File: src/rtl/conv_pkg.sv
// -----------------------------------------------------------------------------
// conv_pkg
// Shared definitions for the Conv2d datapath: pixel width, output buffer
// geometry, IMAGE_SIZE / CHANNEL_SIZE encodings, output transmitter states
// and a helper to turn a frame edge length into its last row/col index.
// -----------------------------------------------------------------------------
package conv_pkg;

  localparam int DATA_WIDTH = 16;
  localparam int FIFO_DEPTH = 128;
  localparam int ADDR_W     = 7;

  // Frame edge encodings used by the control unit
  typedef enum logic [2:0] {
    IMG_4   = 3'd0,
    IMG_8   = 3'd1,
    IMG_16  = 3'd2,
    IMG_32  = 3'd3,
    IMG_64  = 3'd4,
    IMG_128 = 3'd5
  } img_size_e;

  // Channel count encodings used by the control unit
  typedef enum logic [2:0] {
    CH_1  = 3'd0,
    CH_2  = 3'd1,
    CH_4  = 3'd2,
    CH_8  = 3'd3,
    CH_16 = 3'd4,
    CH_32 = 3'd5
  } channel_size_e;

  // Output transmitter states
  typedef enum logic [1:0] {
    S_Idle = 2'd0,
    S_Run  = 2'd1,
    S_Done = 2'd2
  } tx_state_e;

  // Decode an IMAGE_SIZE encoding into a pixel count
  function automatic logic [7:0] img_size_decode(input img_size_e enc);
    logic [7:0] size;
    case (enc)
      IMG_4:   size = 8'd4;
      IMG_8:   size = 8'd8;
      IMG_16:  size = 8'd16;
      IMG_32:  size = 8'd32;
      IMG_64:  size = 8'd64;
      IMG_128: size = 8'd128;
      default: size = 8'd4;
    endcase
    return size;
  endfunction

  // Last row/col index of a frame; 128 maps to 127 so it fits 7-bit counters
  function automatic logic [6:0] last_index(input logic [7:0] size);
    logic [7:0] idx;
    idx = size - 8'd1;
    return idx[6:0];
  endfunction

endpackage

File: src/rtl/conv_out_fifo.sv
// -----------------------------------------------------------------------------
// conv_out_fifo
// Synchronous first-word-fall-through FIFO holding output pixels. The head
// entry is always visible on dout while the FIFO is non-empty, so a pixel
// written at edge N can be read in the following cycle.
// Ports:
//   clk    in   clock
//   flush  in   synchronous clear: empties the FIFO (stored data is dropped)
//   push   in   write din this cycle (ignored when full)
//   pop    in   drop the head entry this cycle (ignored when empty)
//   din    in   write data
//   dout   out  head entry
//   count  out  number of stored entries, 0..DEPTH
//   full   out  count == DEPTH
//   empty  out  count == 0
// -----------------------------------------------------------------------------
module conv_out_fifo
  import conv_pkg::*;
#(
  parameter int DW    = DATA_WIDTH,
  parameter int DEPTH = FIFO_DEPTH,
  parameter int AW    = ADDR_W
) (
  input  logic          clk,
  input  logic          flush,
  input  logic          push,
  input  logic          pop,
  input  logic [DW-1:0] din,
  output logic [DW-1:0] dout,
  output logic [AW:0]   count,
  output logic          full,
  output logic          empty
);

  logic [DW-1:0] mem_q [DEPTH];
  logic [AW-1:0] wr_ptr_q;
  logic [AW-1:0] rd_ptr_q;
  logic [AW:0]   count_q;
  logic          do_push_s;
  logic          do_pop_s;

  assign full      = (count_q == (AW+1)'(DEPTH));
  assign empty     = (count_q == '0);
  assign do_push_s = push && !full;
  assign do_pop_s  = pop && !empty;

  // Pointer and occupancy tracking
  always_ff @(posedge clk) begin
    if (flush) begin
      wr_ptr_q <= '0;
      rd_ptr_q <= '0;
      count_q  <= '0;
    end else begin
      if (do_push_s) begin
        wr_ptr_q <= wr_ptr_q + AW'(1);
      end
      if (do_pop_s) begin
        rd_ptr_q <= rd_ptr_q + AW'(1);
      end
      case ({do_push_s, do_pop_s})
        2'b10:   count_q <= count_q + (AW+1)'(1);
        2'b01:   count_q <= count_q - (AW+1)'(1);
        default: count_q <= count_q;
      endcase
    end
  end

  // Storage array; left without reset so it maps onto distributed/block RAM
  always_ff @(posedge clk) begin
    if (do_push_s) begin
      mem_q[wr_ptr_q] <= din;
    end
  end

  assign dout  = mem_q[rd_ptr_q];
  assign count = count_q;

endmodule

File: src/rtl/conv_output_axis_tx.sv
// -----------------------------------------------------------------------------
// conv_output_axis_tx
// AXI-Stream master at the output end of the Conv2d datapath. Finished pixels
// from the PE output stage are buffered in an FWFT FIFO and streamed out in
// raster order, with tlast on the final pixel of the frame. Row and frame
// completion pulses and an idle flag go back to the conv control unit.
// Ports:
//   clk                 in   clock, all logic on posedge
//   Reset               in   synchronous active-high reset
//   Start_tx            in   1-cycle pulse: arm a frame and latch IMAGE_SIZE
//   IMAGE_SIZE          in   frame edge in pixels (4..128)
//   in_valid/in_data    in   PE output pixel push port
//   in_ready            out  buffer accepts a pixel this cycle
//   m_axis_tdata        out  stream data (0 while no beat is offered)
//   m_axis_tvalid       out  stream valid
//   m_axis_tready       in   downstream ready
//   m_axis_tlast        out  last pixel of the frame
//   tx_row_done         out  pulse in the cycle after a row's last beat
//   tx_done             out  pulse in the cycle after the tlast beat
//   Output_buffer_IDLE  out  idle with an empty buffer
// -----------------------------------------------------------------------------
module conv_output_axis_tx #(
  parameter int DATA_WIDTH = conv_pkg::DATA_WIDTH,
  parameter int FIFO_DEPTH = conv_pkg::FIFO_DEPTH,
  parameter int ADDR_W     = conv_pkg::ADDR_W
) (
  input  logic                  clk,
  input  logic                  Reset,
  input  logic                  Start_tx,
  input  logic [7:0]            IMAGE_SIZE,
  input  logic                  in_valid,
  input  logic [DATA_WIDTH-1:0] in_data,
  output logic                  in_ready,
  output logic [DATA_WIDTH-1:0] m_axis_tdata,
  output logic                  m_axis_tvalid,
  input  logic                  m_axis_tready,
  output logic                  m_axis_tlast,
  output logic                  tx_row_done,
  output logic                  tx_done,
  output logic                  Output_buffer_IDLE
);

  import conv_pkg::*;

  tx_state_e             state_q, state_d;
  logic [7:0]            img_size_q, img_size_d;
  logic [6:0]            row_q, row_d;
  logic [6:0]            col_q, col_d;
  logic                  row_done_q, row_done_d;

  logic [DATA_WIDTH-1:0] fifo_dout_s;
  logic [ADDR_W:0]       fifo_count_s;
  logic                  fifo_full_s;
  logic                  fifo_empty_s;
  logic                  fifo_flush_s;

  logic [6:0]            last_idx_s;
  logic                  in_ready_s;
  logic                  tvalid_s;
  logic                  beat_s;
  logic                  push_s;
  logic                  last_col_s;
  logic                  last_row_s;

  assign last_idx_s = last_index(img_size_q);
  assign last_col_s = (col_q == last_idx_s);
  assign last_row_s = (row_q == last_idx_s);

  // No full pass-through: a pop in the same cycle does not open a full buffer
  assign in_ready_s = (state_q == S_Run) && !fifo_full_s;
  assign tvalid_s   = (state_q == S_Run) && !fifo_empty_s;
  assign push_s     = in_valid && in_ready_s;
  assign beat_s     = tvalid_s && m_axis_tready;

  // Anything still buffered once the frame has ended (or on reset) is dropped,
  // so the block always returns to an empty, idle buffer
  assign fifo_flush_s = Reset || (state_q == S_Done);

  conv_out_fifo #(
    .DW    (DATA_WIDTH),
    .DEPTH (FIFO_DEPTH),
    .AW    (ADDR_W)
  ) u_fifo (
    .clk   (clk),
    .flush (fifo_flush_s),
    .push  (push_s),
    .pop   (beat_s),
    .din   (in_data),
    .dout  (fifo_dout_s),
    .count (fifo_count_s),
    .full  (fifo_full_s),
    .empty (fifo_empty_s)
  );

  // Next-state, frame-size latch and raster counters
  always_comb begin
    state_d    = state_q;
    img_size_d = img_size_q;
    row_d      = row_q;
    col_d      = col_q;
    row_done_d = 1'b0;
    case (state_q)
      S_Idle: begin
        if (Start_tx) begin
          img_size_d = IMAGE_SIZE;
          row_d      = 7'd0;
          col_d      = 7'd0;
          state_d    = S_Run;
        end else begin
          state_d = S_Idle;
        end
      end
      S_Run: begin
        // Start_tx is deliberately not looked at here
        if (beat_s) begin
          row_done_d = last_col_s;
          if (last_col_s) begin
            col_d = 7'd0;
            if (last_row_s) begin
              row_d   = 7'd0;
              state_d = S_Done;
            end else begin
              row_d = row_q + 7'd1;
            end
          end else begin
            col_d = col_q + 7'd1;
          end
        end else begin
          state_d = S_Run;
        end
      end
      S_Done: begin
        state_d = S_Idle;
      end
      default: begin
        state_d = S_Idle;
      end
    endcase
  end

  // State and counter registers
  always_ff @(posedge clk) begin
    if (Reset) begin
      state_q    <= S_Idle;
      img_size_q <= 8'd0;
      row_q      <= 7'd0;
      col_q      <= 7'd0;
      row_done_q <= 1'b0;
    end else begin
      state_q    <= state_d;
      img_size_q <= img_size_d;
      row_q      <= row_d;
      col_q      <= col_d;
      row_done_q <= row_done_d;
    end
  end

  assign in_ready           = in_ready_s;
  assign m_axis_tvalid      = tvalid_s;
  assign m_axis_tdata       = tvalid_s ? fifo_dout_s : '0;
  assign m_axis_tlast       = tvalid_s && last_col_s && last_row_s;
  assign tx_row_done        = row_done_q;
  assign tx_done            = (state_q == S_Done);
  assign Output_buffer_IDLE = (state_q == S_Idle) && (fifo_count_s == '0);

endmodule

File: config.mk
export PLATFORM = sky130hd
export DESIGN_NAME = conv_output_axis_tx
export DESIGN_NICKNAME = d
export VERILOG_FILES = /design/src/rtl/conv_pkg.sv /design/src/rtl/conv_out_fifo.sv /design/src/rtl/conv_output_axis_tx.sv
export SDC_FILE = /design/constraint.sdc
export NUM_CORES = 2
export LEC_CHECK = 0
export CORE_MARGIN = 2
export CORE_UTILIZATION = 45
export CTS_CLUSTER_SIZE = 16
export DETAILED_ROUTE_END_ITERATION = 12
export PLACE_DENSITY = 0.66
export REMOVE_ABC_BUFFERS = 1
export SLEW_MARGIN = 10
export SYNTH_ARGS = -nofsm -noshare
export SYNTH_HDL_FRONTEND = slang
export SYNTH_HIERARCHICAL = 1
export SYNTH_SLANG_ARGS = --single-unit
File: constraint.sdc
create_clock -name clk -period 9.35 [get_ports clk]
set_input_delay 0.935 -clock clk [delete_from_list [all_inputs] [get_ports clk]]
set_output_delay 0.935 -clock clk [all_outputs]
set_load 0.005 [all_outputs]
==> impl.org <==
** Clock network
- Later-pin clock latency in the skew report :: 0.84 ns
- TritonCTS clock tree :: yes
- The clock drives between 2,000 and 2,500 sinks.
- After clock tree synthesis, the clock-pin slew on the worst setup and hold paths is 0.06 ns.
- Master cell of the clock root buffer :: sky130_fd_sc_hd__clkbuf_16
- CTS built an H-tree with a depth of 4.
- TritonCTS created 196 clock buffers.
- Hold_buf cts :: 0
- Maximum clock insertion buffer count :: 3
- # Post-CTS Setup Buffers :: 0
- Gates resized, CTS repair :: 0

** Floorplan
- After floorplanning, the core was divided into 155 placement rows.
- 51 I/O pins were placed.
- The die covers 183,000 um2.
- Width of the die :: 428 um
- The floorplan step defined a core boundary enclosing 179,000 um2.
- Measured along the y axis, the die boundary spans 428 um.
- For this configuration, the core starts out at a cell density of 0.454.

** Logic synthesis
- Biggest area consumer among synthesized cells :: sky130_fd_sc_hd__edfxtp_1
- Syn_area_per_cell :: 20.3 um2
- Dominant cell by count in the synthesized netlist :: sky130_fd_sc_hd__edfxtp_1
- Synth warn :: 6
- Counting flops with an async set or reset pin after synthesis yields a share of 0.
- Biggest area contributors in the synthesized netlist :: sky130_fd_sc_hd__edfxtp_1 (76%), sky130_fd_sc_hd__mux4_2 (11%), sky130_fd_sc_hd__mux2i_1 (3.2%)
- The cell count after synthesis came out at between 3,000 and 4,000.
- In this run, synthesis produced a sequential element count of 2,101.
- Summing every instance area after synthesis gives roughly 80,000 um2.
- The share of synthesized area in the top cell type comes to 0.759.
- Most used flip-flop cell after synthesis :: sky130_fd_sc_hd__edfxtp_1
- In this run, synthesis inferred just over 2,000 flip-flops with an integrated enable.
- The commonest cells after synthesis are sky130_fd_sc_hd__edfxtp_1 (2,048), sky130_fd_sc_hd__mux4_2 (384), sky130_fd_sc_hd__mux2i_1 (260).
- The number of different library cells used by synthesis comes to 69.
- Portion of the post-synthesis area used by sequential elements :: 0.772

** GRT
- GRT Total Usage :: 0.203
- The first global-routing pass estimated 273,000 um of wire.
- GRT overflow :: 0
- Number of antenna violations at the first check in global routing :: 6
- Maximum number of pins on one net before global-route repair :: about 130
- The via count of the first global-routing pass came to 39,000.

** Layout
- Layout cells sized above 1 :: 0.202
- Net count, final :: 4,214
- Area added between synthesis and finish :: 12.1%
- Number of standard cells in the layout, taps in and fillers out :: 6,700

** Pwr
- Maximum ir drop on the vdd rail :: a little over 200 uV
- Cell Pwr Density :: ~200 nW/um2
- In this run the static leakage power is 0.0274 uW.

** Drt
- The first routing iteration left 4,527 violations.
- After detailed routing, the total wire length is around 190,000 um.
- Per-cell via count in the routed design :: just under 6
- Detailed routing inserted a total of 39,800 vias.
- DRC violations left :: 0
- Dividing the detail-routed wire length by the instance count gives 28.1 um.
- Iteration count of the initial detailed-routing pass :: 7
- Number of nets with antenna violations after routing :: 0

** STA
- Clock period minus worst slack :: 6.51 ns
- Static timing analysis puts the maximum clock frequency at between 150 and 200 MHz.
- Slew at the pin closest to its max-slew limit :: ~1.3 ns
- Skew final :: 0.0327 ns
- Final max-slew violation count :: 0
- Setup violations remaining at the end of the flow were counted as 0.
- Final worst-path cycle share :: 0.696
- Setup repair after global routing left no endpoint under its margin.
- Final Hold Vio Count :: 0
- Worst Slack Setup Final :: around 2.8 ns
- Headroom to the max-slew limit came out at 0.147.

** Flow run
- Max_cap viols :: 0

** Placement
- Detailed placement ended at an HPWL of 106,000 um.
- Number of buffer cells added on primary ports :: 49
- Placed Cells :: 6,334
- Final estimated routing congestion in global placement :: a little over 0.8
- Prior to clock tree synthesis, the placed netlist has a worst setup slack of 3.55 ns.

** Setup path
- Worst Setup End Kind :: primary output
- In this run the worst path has a maximum fanout of 44.
- The critical path is of the flip-flop to primary output type.
- Category of the worst setup path launch point :: flip-flop
- For the worst setup path, the data required time is 8.42 ns.
- Data arrival, critical path :: 5.57 ns

** Hold path
- HP Class :: flip-flop to flip-flop

** Outcome
- The run finished with clean final reports.
[per-stage QoR]
| step | instance area, um2 | total power, uW | hold WS [ns] | util | setup TNS (ns) |
|---|---|---|---|---|---|
| 4_1_cts | 90800 | 18300 | 0.485 | 0.508 | 0 |
| 2_1_floorplan | 80000 | 10700 | 0.469 | - | -252.32 |
| 5_1_grt | 90800 | 18700 | 0.517 | 0.508 | 0 |
| 3_3_place_gp | 84800 | 10900 | 0.505 | 0.475 | 0 |
| 6_report | 90800 | 18200 | 0.530 | 0.509 | 0 |
| 3_5_place_dp | 84800 | 10900 | 0.522 | 0.475 | 0 |
[flip-flops by register name, indices dropped and copies added (netlist names), named ones only]
name             count
u_fifo/mem_q      2048
u_fifo/count         8
col_q                7
img_size_q           7
row_q                7
u_fifo/rd_ptr_q      7
u_fifo/wr_ptr_q      7
state_q              2
tx_row_done          1
[layout make-up]
class | instances | area, um2
fillers | 13900 | 87800
flip-flops and latches | 2101 | 62600
clock inverters | 120 | 946
clock buffers | 239 | 5090
multi-input cells | 1649 | 17400
repair buffers | 219 | 1840
well taps | 2355 | 2950
inverters | 10 | 37.5
diodes | 7 | 17.5
[critical path: stages (launching register included)]
cell                              delay (ns)
sky130_fd_sc_hd__dfxtp_4                0.83
sky130_fd_sc_hd__buf_4                  0.81
sky130_fd_sc_hd__buf_4                  0.68
sky130_fd_sc_hd__mux4_2                 0.61
sky130_fd_sc_hd__a22oi_1                0.36
sky130_fd_sc_hd__nand2_1                0.27
sky130_fd_sc_hd__nand3_1                0.25
sky130_fd_sc_hd__nor2_1                 0.19
sky130_fd_sc_hd__and2_1                 0.19
sky130_fd_sc_hd__clkdlybuf4s50_1        0.44
[kinds of logic after synthesis]
| logic type | share of synthesized area |
|---|---|
| AND/OR/NAND/NOR | 0.0289 |
| XOR/XNOR | 0.00422 |
| buffers and inverters | 0.0137 |
| multiplexers | 0.139 |
| AO/OA/AOI/OAI | 0.0410 |
| adder cells (fa/ha/maj) | 0.00124 |
| flip-flops | 0.772 |
[power by group]
part,total (uW),internal (uW),switching (uW)
clock,7540,4130,3410
sequential,10300,10300,11.9
combinational,314,72.0,242
total,18200,14500,3660
[per-layer routing]
| layer | up-vias | wire [um] | GRT usage |
|---|---|---|---|
| li1 | 16900 | - | - |
| met4 | 6 | 5110 | 0.0616 |
| met3 | 259 | 15500 | 0.0363 |
| met5 | - | 37 | 0 |
| met2 | 1598 | 89800 | 0.318 |
| met1 | 21000 | 77500 | 0.294 |
[worst paths after layout]
kind / slack (ns) / cells past startpoint / from / end
min: 0.53 / 2 / col_q[1] / col_q[1]
min reg2reg: 0.53 / 2 / col_q[1] / col_q[1]
max: 2.84 / 9 / flip-flop / m_axis_tdata[14]
max reg2reg: 4.64 / 17 / u_fifo/count[2] / u_fifo/count[6]
[layout by cell type (no fill, tap or decap), types with 42 or more instances in the layout]
cell / count
sky130_fd_sc_hd__nand2_1: 145
sky130_fd_sc_hd__mux4_2: 384
sky130_fd_sc_hd__dfxtp_1: 51
sky130_fd_sc_hd__clkbuf_1: 42
sky130_fd_sc_hd__clkbuf_16: 197
sky130_fd_sc_hd__a211oi_1: 128
sky130_fd_sc_hd__mux2i_1: 260
sky130_fd_sc_hd__clkinv_1: 53
sky130_fd_sc_hd__o22ai_1: 132
sky130_fd_sc_hd__nor2_1: 179
sky130_fd_sc_hd__edfxtp_1: 2048
sky130_fd_sc_hd__a22oi_1: 146
sky130_fd_sc_hd__buf_4: 177
Note: power is estimated with default switching activity, not from simulation.
